==> config.mk <==
export PLATFORM = sky130hd
export DESIGN_NAME = ps2_key_ctrl
export DESIGN_NICKNAME = d
export VERILOG_FILES = /design/src/rtl/ps2_key_ctrl.sv
export SDC_FILE = /design/constraint.sdc
export NUM_CORES = 1
export LEC_CHECK = 0
export CORE_MARGIN = 2
export CORE_UTILIZATION = 45
export DETAILED_ROUTE_END_ITERATION = 10
export HOLD_SLACK_MARGIN = 0.12
export PLACE_DENSITY = 0.75
export SKIP_LAST_GASP = 1
export SYNTH_ARGS = -nofsm -noshare
export SYNTH_HDL_FRONTEND = slang
export SYNTH_SLANG_ARGS = --single-unit
==> constraint.sdc <==
create_clock -name clk -period 5.45 [get_ports clk]
set_input_delay 1.09 -clock clk [delete_from_list [all_inputs] [get_ports clk]]
set_output_delay 1.09 -clock clk [all_outputs]
set_load 0.02 [all_outputs]
==> src/rtl/ps2_key_ctrl.sv <==
// Sequencer between the ps2_keyboard receive FIFO and the key consumers.
// It pops one byte at a time, folds the E0/F0 prefixes, and emits one event per scan-code sequence.
module ps2_key_ctrl #(
  parameter int          CNT_W    = 12,
  parameter logic [7:0]  BRK_CODE = 8'hF0,
  parameter logic [7:0]  EXT_CODE = 8'hE0
) (
  input  logic             clk,
  input  logic             rst,
  input  logic             ready,
  input  logic [7:0]       data,
  input  logic             overflow,
  input  logic             clr_ovf,
  output logic             nextdata_n,
  output logic             key_valid,
  output logic [7:0]       key_code,
  output logic             key_ext,
  output logic             key_break,
  output logic             key_down,
  output logic [7:0]       held_code,
  output logic             held_ext,
  output logic [CNT_W-1:0] press_count,
  output logic             ovf_seen
);

  typedef enum logic [1:0] {
    IDLE,
    ACK,
    DECODE
  } state_t;

  state_t     state;
  logic [7:0] byte_r;
  logic       ext;
  logic       brk;

  // An overflow in the decode cycle discards the prefixes gathered so far.
  logic ext_eff;
  logic brk_eff;
  logic is_ext;
  logic is_brk;
  logic held_match;

  assign ext_eff    = ext & ~overflow;
  assign brk_eff    = brk & ~overflow;
  assign is_ext     = (byte_r == EXT_CODE);
  assign is_brk     = (byte_r == BRK_CODE);
  assign held_match = key_down && ({held_ext, held_code} == {ext_eff, byte_r});

  always_ff @(posedge clk) begin
    if (rst) begin
      state       <= IDLE;
      byte_r      <= 8'h00;
      ext         <= 1'b0;
      brk         <= 1'b0;
      nextdata_n  <= 1'b1;
      key_valid   <= 1'b0;
      key_code    <= 8'h00;
      key_ext     <= 1'b0;
      key_break   <= 1'b0;
      key_down    <= 1'b0;
      held_code   <= 8'h00;
      held_ext    <= 1'b0;
      press_count <= '0;
      ovf_seen    <= 1'b0;
    end else begin
      key_valid <= 1'b0;

      if (overflow) begin
        ovf_seen <= 1'b1;
        ext      <= 1'b0;
        brk      <= 1'b0;
      end else if (clr_ovf) begin
        ovf_seen <= 1'b0;
      end

      case (state)
        IDLE: begin
          if (ready) begin
            byte_r     <= data;
            nextdata_n <= 1'b0;
            state      <= ACK;
          end
        end

        ACK: begin
          nextdata_n <= 1'b1;
          state      <= DECODE;
        end

        DECODE: begin
          state <= IDLE;
          if (is_ext) begin
            ext <= 1'b1;
          end else if (is_brk) begin
            brk <= 1'b1;
          end else begin
            key_valid <= 1'b1;
            key_code  <= byte_r;
            key_ext   <= ext_eff;
            key_break <= brk_eff;
            ext       <= 1'b0;
            brk       <= 1'b0;
            if (brk_eff) begin
              // Releasing a key other than the held one leaves the held state alone.
              if (held_match) begin
                key_down <= 1'b0;
              end
            end else begin
              if (!held_match) begin
                press_count <= press_count + CNT_W'(1);
              end
              held_code <= byte_r;
              held_ext  <= ext_eff;
              key_down  <= 1'b1;
            end
          end
        end

        default: begin
          nextdata_n <= 1'b1;
          state      <= IDLE;
        end
      endcase
    end
  end

endmodule

# Yosys cells after proc, flatten, opt, wreduce, memory -nomap -nowiden
# Cells that the tools add are included.
[word_totals]
regBits = 47
out_inout_bits = 35
[op_classes]
bitwise_logic = 8
eq_ne = 7
muxes = 17
n_addsub = 1
reduce_logical = 10
[ops]
columns = ["operator", "n"]
rows = [
  ["equality test 8 bit (second input constant)", 2],
  ["two-way mux 1 bit", 14],
  ["adder 12 x 1 -> 12 bit (second input constant)", 1],
  ["equality test 9 bit", 1],
  ["AND reduction 4 bit", 2],
  ["NOT 1 bit", 6],
  ["AND reduction 5 bit", 1],
  ["case mux 2 bit (2 select lines)", 1],
  ["AND reduction 2 bit", 2],
  ["AND reduction 3 bit", 1],
  ["OR reduction 3 bit", 1],
  ["bitwise AND 1 bit", 2],
  ["equality test 2 x 1 -> 1 bit (second input constant)", 1],
  ["equality test 2 bit (second input constant)", 1],
  ["zero test 2 bit", 1],
  ["two-way mux 2 bit", 1],
  ["!= test 2 x 1 -> 1 bit (second input constant)", 1],
  ["!= test 2 bit (second input constant)", 1],
  ["case mux 1 bit (2 select lines)", 1],
  ["nonzero test 2 bit", 1],
  ["logical AND 1 bit", 1],
]

# Logic depth before layout (Yosys ltp)
# Gate-level depths: netlist of the first run.
[depth]
word_depth = 6
ltp_mapped = 7
ltp_nobuf = 5

# Worst setup path before layout of the first run
# OpenSTA, ideal clock, no wires.
[synth_path]
kind = "input to register"
from = "input overflow"
to = "register press_count[10]"
path_buffers = 1
required_ns = 5.380
arrival_ns = 2.315
slack_ns = 3.065
cell_stages = 6
path_cell_list = "and2b_1 -> xnor2_1 -> and4_4 -> buf_4 -> or4_1 -> a21oi_1"
[synth_between]
elab_chain_cells = 6
word_cells_on_any_way = 8
[synth_rtl]
columns = ["item", "line", "text"]
rows = [
  ["start: declaration", "12", "input logic overflow,"],
  ["NOT 1 bit (*)", "44, 45", ""],
  ["bitwise AND 1 bit", "44", "assign ext_eff = ext & ~overflow;"],
  ["equality test 9 bit", "48", "assign held_match = key_down && ({held_ext, held_code} == {ext_eff, byte_r});"],
  ["logical AND 1 bit", "48", ""],
  ["NOT 1 bit (no source line)", "-", ""],
  ["AND reduction 5 bit (no source line) (*)", "-", ""],
  ["end signal: assignment", "111", "press_count <= press_count + CNT_W'(1);"],
  ["end: declaration", "22", "output logic [CNT_W-1:0] press_count,"],
]
# Mark *: on every way between the ends. The rest lies on a longest branch, timed or not.
# A chain may end at the register's enable or synchronous reset.

# Worst setup path in the final report of the first run
[layout_path]
from = "input overflow"
to = "register press_count[8]"
# The elaborated chain is that of the path after synthesis.

==> impl_metrics.tcl, run 1 <==
set metrics [dict create \
    gp_congestion 0.7721 \
    wirelength_um 4306 \
    wl_per_cell_um 13.67 \
    status "finished, final reports clean" \
    hpwl_um 2897 \
    cts_resized 0 \
    cap_violations 0 \
    vias_per_cell 5.390 \
    ys.flop_type "dfxtp_1" \
    cts-root-buf "clkbuf_8" \
    use_met2_pct 27.99 \
    final.setup.tns_ns 0 \
    syn_to_final_growth_pct 28.63 \
    ys_ff_latch 47 \
    antenna_found_initial 0 \
    cp.arrival_ns 3.07 \
    core_um2 4324 \
    ir_worst_vdd_mv 0.1674 \
    cts.sinks 47 \
    period_share_pct 52.14 \
    start_util_pct 46.18 \
    critPathCaptureType "flip-flop" \
    dieHeight_um 70.62 \
    cts_buffer_depth 2 \
    cts_setup_buffers 0 \
    synthMuxAreaShare_pct 6.516 \
    setup_viol 0 \
    hold_class "flip-flop to flip-flop" \
    num_vias 1698 \
    io_pins 48 \
    std_cell_rows 24 \
    synth_nets 233 \
    use_met3_pct 4.701 \
    fin_area_um2 2569 \
    startpoint_type "input pin" \
    grt-ovfl-total 0 \
    path_class "input pin to flip-flop" \
    slew_viol_final 0 \
    synth-compound-area-share_pct 14.22 \
    grt_util_met1_pct 21.74 \
    synth-simple-area-share_pct 22.43 \
    slew-limit-headroom_pct 34.22 \
    clkLatencyLatePin_ns 0.30 \
    grt_pass1_vias 1511 \
    worstPathRequired_ns 5.68 \
    port_buffers 47 \
    rsz0062_at_grt "no" \
    synth_edf_count 0 \
    die_x_um 70.62 \
    clk_pin_slew_ns 0.09 \
    synth_fa_ha_area_share_pct 0.6266 \
    dp_slack_ns 2.317 \
    layout_common_cells "47 x dfxtp_1, 47 x clkdlybuf4s50_1, 28 x a21oi_1" \
    leakage_nw 0.9691 \
    hold_violations 0 \
    dr.first_iter.drc_count 87 \
    place_area_um2 2456 \
    synthXorXnorAreaFrac_pct 3.947 \
    fin_crit_ns 2.842 \
    fin_nets 276 \
    power_density_nw_per_um2 264.8 \
    ys_types 38 \
    fin_util_pct 59.40 \
    async_reset_ff_share_pct 0 \
    cts_max_level 2 \
    synth_top_family_by_area "simple AND/OR/NAND/NOR gates" \
    max_freq_mhz 351.9 \
    grt_max_degree 48 \
    path_max_fanout 33 \
    clock_skew_ns 0.005695 \
    ctsHoldBuffers 0 \
    num_antenna_cells 0 \
    ant_nets 0 \
    dr.pass1.iters 4 \
    netlist_instances 219 \
    layout-drive-gt1-share_pct 5.323 \
    grt_first_pass_wirelength_um 6865 \
    worst_slack_ns 2.608 \
    syn_area_um2 1997 \
    dieArea_um2 4986 \
    drc 0 \
    grt.total_usage_pct 17.22 \
    ys_warn_count 0 \
    report.power.total_mw 0.6802 \
    cts_tree "yes" \
    cts_buffers 5 \
    tightest_slew_ns 0.9831 \
    busiest_layer "met2" \
    postSynthAreaPerCell_um2 9.118 \
    yosysSeqAreaShare_pct 47.12 \
]
-- cells in the mapped netlist, types with 2 or more instances --
cell type / n / share of area, %
nor2_1: 21 / 3.9
nand2b_1: 3 / 0.94
xor2_1: 8 / 3.5
or4_1: 8 / 3.0
clkbuf_1: 5 / 0.94
mux2i_1: 13 / 6.5
and3_1: 4 / 1.3
buf_4: 3 / 1.1
a21oi_1: 28 / 7.0
nor3b_1: 2 / 0.75
nand3_1: 8 / 2.0
nand4_1: 4 / 1.3
buf_8: 2 / 1.5
dfxtp_1: 47 / 47
o21ai_0: 5 / 1.3
nor3_1: 2 / 0.50
nand2_1: 23 / 4.3
or3_1: 3 / 0.94
o31ai_1: 9 / 3.4
inv_1: 3 / 0.56
-- final timing paths --
check | start | slack, ns | cells past startpoint | end
setup / recovery | overflow | 2.61 | 5 | press_count[8]
hold / removal | state[1] | 0.44 | 1 | state[1]
setup reg to reg | state[1] | 3.03 | 4 | press_count[8]
hold reg to reg | state[1] | 0.44 | 1 | state[1]
-- per-stage QoR --
stage                     hold WS, ns  instances
after detailed placement       0.4250        307
final                          0.4438        315
after global routing           0.4815        315
after CTS                      0.4406        315
after global placement         0.4249        307
after floorplan                0.4037        219
-- cell families after synthesis --
group / after synthesis
flops: 47
compound gates: 47
simple gates: 86
buf+inv: 16
fa+ha+maj: 1
xor+xnor: 9
mux: 13
-- critical path, cell delays in order --
cell	delay (ns)
clkdlybuf4s50_1	0.49
nand2b_1	0.33
o211ai_4	0.37
or4_1	0.62
a21oi_1	0.16
-- routing by layer --
metal | share of wire, % | vias up
met5 | 0 | -
met4 | 1.6 | 0
met3 | 4.6 | 7
met2 | 45 | 43
met1 | 48 | 782
li1 | - | 866
-- layout make-up --
type | instances | area, um^2
timing repair buffer | 49 | 485.5
clock buffer | 5 | 68.82
inverter | 3 | 11.26
clock inverter | 3 | 43.79
tap | 52 | 65.06
sequential | 47 | 940.9
fill | 408 | 1755
multi-input combinational | 156 | 953.4
-- registers in the layout (all words and copies together), names as in the netlist --
signal	flops
press_count	12
byte_r	8
held_code	8
key_code	8
state	2
brk	1
ext	1
held_ext	1
key_break	1
key_down	1
key_ext	1
key_valid	1
nextdata_n	1
ovf_seen	1
-- power breakdown --
group,internal (mW),switching (mW)
clock,0.137,0.123
sequential,0.352,0.00906
combinational,0.0284,0.0315
total,0.517,0.163
Power figures use the tool's default switching activity.
==> inputs of run 2 (changes only) <==
- clock period: 5.45 -> 2.9 ns (I/O delays scaled with it)
==> run 2 against run 1 <==
Clock skew down 0.0029 ns. Global-route usage about the same. Largest cell class unchanged. Hold slack better by 0.016 ns. Critical endpoint is now press_count[6]. Clock power up 66%. Critical path type unchanged. Highest routed layer unchanged. Non-clock buffer count grew 2. Count of clock-buffer cells in the layout is 3 higher. Die area unchanged. Final area barely moved. Core utilization increased by 0.058 points. Routed wire length rose by 0.70%.
==> impl_metrics.tcl, run 2 (synthesized netlist as in run 1, its figures left out) <==
set metrics [dict create \
    hold_violations 0 \
    gp_congestion 0.7771 \
    ant_nets 0 \
    dieHeight_um 70.62 \
    layout_common_cells "47 x dfxtp_1, 47 x clkdlybuf4s50_1, 28 x a21oi_1" \
    final.setup.tns_ns 0 \
    vias_per_cell 5.429 \
    grt_first_pass_wirelength_um 6900 \
    setup_viol 0 \
    die_x_um 70.62 \
    leakage_nw 0.9728 \
    worst_slack_ns 0.6141 \
    ctsHoldBuffers 0 \
    tightest_slew_ns 0.8330 \
    cts_resized 0 \
    grt.total_usage_pct 17.22 \
    cts_buffer_depth 2 \
    wirelength_um 4336 \
    path_buf_inv 1 \
    cts.sinks 47 \
    critical_path.cell_chain "clkdlybuf4s50_1, nand2b_1, o211ai_4, or4_1, a21oi_1" \
    fin_nets 278 \
    cp.arrival_ns 2.51 \
    grt_pass1_vias 1501 \
    grt_max_degree 40 \
    clock_skew_ns 0.002760 \
    cap_violations 0 \
    status "finished, final reports clean" \
    num_vias 1721 \
    pwr-share-seq_pct 55.5 \
    area.sequential_um2 940.9 \
    cts-root-buf "clkbuf_8" \
    hpwl_um 2980 \
    fill_cells 388 \
    path_max_fanout 33 \
    antenna_found_initial 0 \
    hold_class "flip-flop to flip-flop" \
    wl_per_cell_um 13.68 \
    dr.first_iter.drc_count 96 \
    cts_tree "yes" \
    largest_register "press_count" \
    syn_to_final_growth_pct 28.76 \
    rsz0062_at_grt "no" \
    period_share_pct 78.82 \
    worstPathRequired_ns 3.12 \
    clkPwrFrac_pct 35.2 \
    critPathMaxStageDelay_ns 0.61 \
    cp_slowest_cell "or4_1" \
    grt-ovfl-total 0 \
    clk_pin_slew_ns 0.08 \
    swShare_pct 23.62 \
    start_util_pct 46.18 \
    io_pins 48 \
    intPower_mw 0.9340 \
    clkLatencyLatePin_ns 0.29 \
    critPathCaptureType "flip-flop" \
    power_density_nw_per_um2 475.6 \
    cp_top_family "simple AND/OR/NAND/NOR gates" \
    core_um2 4324 \
    num_antenna_cells 0 \
    multiInputGateArea_um2 953.4 \
    dp_slack_ns 0.3079 \
    fin_crit_ns 2.286 \
    dr.pass1.iters 4 \
    layout-drive-gt1-share_pct 5.660 \
    largest_reg_flops 12 \
    power_frac_comb_pct 9.4 \
    max_freq_mhz 437.5 \
    port_buffers 47 \
    fin_util_pct 59.46 \
    slew-limit-headroom_pct 44.20 \
    ir_worst_vdd_mv 0.2889 \
    path_class "input pin to flip-flop" \
    cts_max_level 2 \
    startpoint_type "input pin" \
    power_switching_mw 0.2889 \
    cts_buffers 5 \
    dieArea_um2 4986 \
    cts_setup_buffers 0 \
    drc 0 \
    std_cell_rows 24 \
    slew_viol_final 0 \
]
run 2: cell count changes in the layout (fill, tap and decap cells not counted), sizes merged:
cell and change:
clkinv -2, clkbuf +3, buf +2, bufinv -1
run 2: metal layers:
metal	vias to the layer above	global-route usage, %	routed length, um
met5	-	0	0
met4	0	5.031	57
met3	6	3.846	195
met2	43	28.72	2043
met1	803	22.58	2041
li1	869	-	-
run 2: worst min-delay path: stages, from the launching register on:
cell,delay (ns)
dfxtp_1,0.32
nand2_1,0.05
a21oi_1,0.05
run 2: final timing paths:
kind	startpoint	endpoint	slack, ns	cells after the start
worst max register to register	byte_r[2]	key_break	0.76	5
worst min-delay path	key_code[2]	key_code[2]	0.46	2
worst min register to register	key_code[2]	key_code[2]	0.46	2
worst max-delay path	overflow	press_count[6]	0.61	5
run 2: final cells by class:
type	instances	share of cell area, %
Clock buffer	8	3.893
Inverter	3	0.4380
Multi-Input combinational cell	156	37.08
Sequential cell	47	36.59
Tap cell	52	2.530
Timing Repair Buffer	51	19.46
run 2: power by group through the flow:
stage	Combinational (mW)	Sequential (mW)	Clock [mW]
finish	0.115	0.678	0.430
global route	0.126	0.681	0.455
CTS	0.115	0.679	0.436
detailed placement	0.115	0.694	0
global placement	0.113	0.693	0
floorplan	0.0665	0.698	0
run 2: metrics by stage:
| stage | hold WS [ns] | power (mW) | area [um^2] | cells |
|---|---|---|---|---|
| floorplan | 0.4037 | 0.7642 | 1997 | 219 |
| detailed placement | 0.4493 | 0.8087 | 2471 | 309 |
| global placement | 0.4219 | 0.8063 | 2471 | 309 |
| CTS | 0.4612 | 1.230 | 2571 | 317 |
| finish | 0.4598 | 1.223 | 2571 | 317 |
| global route | 0.4833 | 1.262 | 2571 | 317 |
==> inputs of run 3 (changes only) <==
- clock period: 2.9 -> 2.34 ns (I/O delays scaled with it)
==> run 3 against run 2 <==
Clock power grew 14%. Non-clock buffer count grew 5. Total power grew 21%. Worst setup slack lost 0.34 ns. Sequential share of layout area shrank 0.53 points. First-iteration DRC count shrank 4.2%. Combinational power grew 30%. Global-route usage grew 0.90 points. Count of clock-buffer cells in the layout shrank 3. Final area grew 1.5%. Via count shrank 0.93%. Largest cell class unchanged. Largest power group unchanged. Highest routed layer unchanged.
==> impl_metrics.tcl, run 3 (synthesized netlist as in run 1, its figures left out) <==
set metrics [dict create \
    largest_reg_flops 12 \
    ant_nets 0 \
    worst_slack_ns 0.2735 \
    cts_buffers 5 \
    cts_setup_buffers 0 \
    slew_viol_final 0 \
    critPathCaptureType "flip-flop" \
    dp_slack_ns 0.06680 \
    wl_per_cell_um 13.56 \
    grt.total_usage_pct 18.12 \
    num_vias 1705 \
    std_cell_rows 24 \
    largest_register "press_count" \
    cts_buffer_depth 2 \
    fin_area_um2 2609 \
    hold_class "flip-flop to flip-flop" \
    gp_congestion 0.8023 \
    fill_cells 412 \
    grt_first_pass_wirelength_um 7189 \
    die_x_um 70.62 \
    path_max_fanout 22 \
    crit_start "byte_r[2]" \
    status "finished, final reports clean" \
    ctsHoldBuffers 0 \
    vias_per_cell 5.295 \
    slew-limit-headroom_pct 64.36 \
    worstPathRequired_ns 2.54 \
    final.setup.tns_ns 0 \
    hpwl_um 3025 \
    clk_pin_slew_ns 0.09 \
    grt-ovfl-total 0 \
    cts_max_level 2 \
    power_density_nw_per_um2 568.1 \
    wirelength_um 4365 \
    tightest_slew_ns 0.5320 \
    path_class "flip-flop to flip-flop" \
    dieArea_um2 4986 \
    dr.first_iter.drc_count 92 \
    fin_crit_ns 2.066 \
    cts.sinks 47 \
    antenna_found_initial 0 \
    core_um2 4324 \
    cts_tree "yes" \
    start_util_pct 46.18 \
    startpoint_type "flip-flop" \
    dr.pass1.iters 4 \
    fin_nets 283 \
    io_pins 48 \
    drc 0 \
    cap_violations 0 \
    grt_pass1_vias 1492 \
    grt_max_degree 40 \
    ir_worst_vdd_mv 0.3832 \
    setup_viol 0 \
    cp.arrival_ns 2.27 \
    syn_to_final_growth_pct 30.64 \
    min_from "state[1]" \
    leakage_nw 0.9953 \
    port_buffers 47 \
    clock_skew_ns 0.006302 \
    worstReg2RegStart "byte_r[2]" \
    place_area_um2 2521 \
    cts-root-buf "clkbuf_8" \
    num_antenna_cells 0 \
    report.power.total_mw 1.482 \
    period_share_pct 88.31 \
    layout_common_cells "47 x dfxtp_1, 47 x clkdlybuf4s50_1, 28 x a21oi_1" \
    dieHeight_um 70.62 \
    max_freq_mhz 483.9 \
    layout-drive-gt1-share_pct 7.778 \
    clkLatencyLatePin_ns 0.30 \
    hold_violations 0 \
    cts_resized 0 \
    rsz0062_at_grt "no" \
]
-- run 3: cell count changes in the layout (fill, tap and decap cells not counted), sizes merged --
cell | before | now
buf | 4 | 9
clkbuf | 8 | 5
clkinv | 0 | 2
inv | 3 | 4
-- run 3: final timing paths --
kind	cells after the start	end	slack [ns]
setup / recovery	5	held_code[6]	0.27
hold / removal	1	state[1]	0.44
setup reg to reg	5	held_code[6]	0.27
hold reg to reg	1	state[1]	0.44
-- run 3: metal layers --
metal | vias up | track usage, % | share of wire (%) | routed length, um
li1 | 876 | - | - | -
met5 | - | 0 | 0 | 0
met1 | 779 | 24.41 | 48 | 2076
met3 | 5 | 5.840 | 5.5 | 238
met2 | 45 | 27.99 | 46 | 2013
met4 | 0 | 5.660 | 0.87 | 38
-- run 3: final cells by class --
cell class	count	area (um^2)	area share, %
clock inverters	3	18.77	0.7194
repair buffers	56	550.5	21.10
inverters	3	11.26	0.4317
clock buffers	5	68.82	2.638
flip-flops and latches	47	940.9	36.07
well taps	52	65.06	2.494
multi-input cells	156	953.4	36.55
-- run 3: critical path: stages (launching register included) --
cell and delay, ns:
dfxtp_1 0.38, or4b_4 0.59, o211ai_4 0.49, buf_4 0.24
mux2i_1 0.22, nor2_1 0.05
-- run 3: per-stage QoR --
stage	utilization (%)	hold slack (ns)	cells
detailed placement	58.30	0.4277	314
CTS	60.33	0.4457	322
global placement	58.30	0.4191	314
global route	60.33	0.4661	322
floorplan	-	0.4037	219
finish	60.33	0.4416	322
-- run 3: power breakdown --
part           switching [mW]  internal [mW]
logic                  0.0767         0.0735
registers              0.0215          0.819
clock network           0.280          0.211
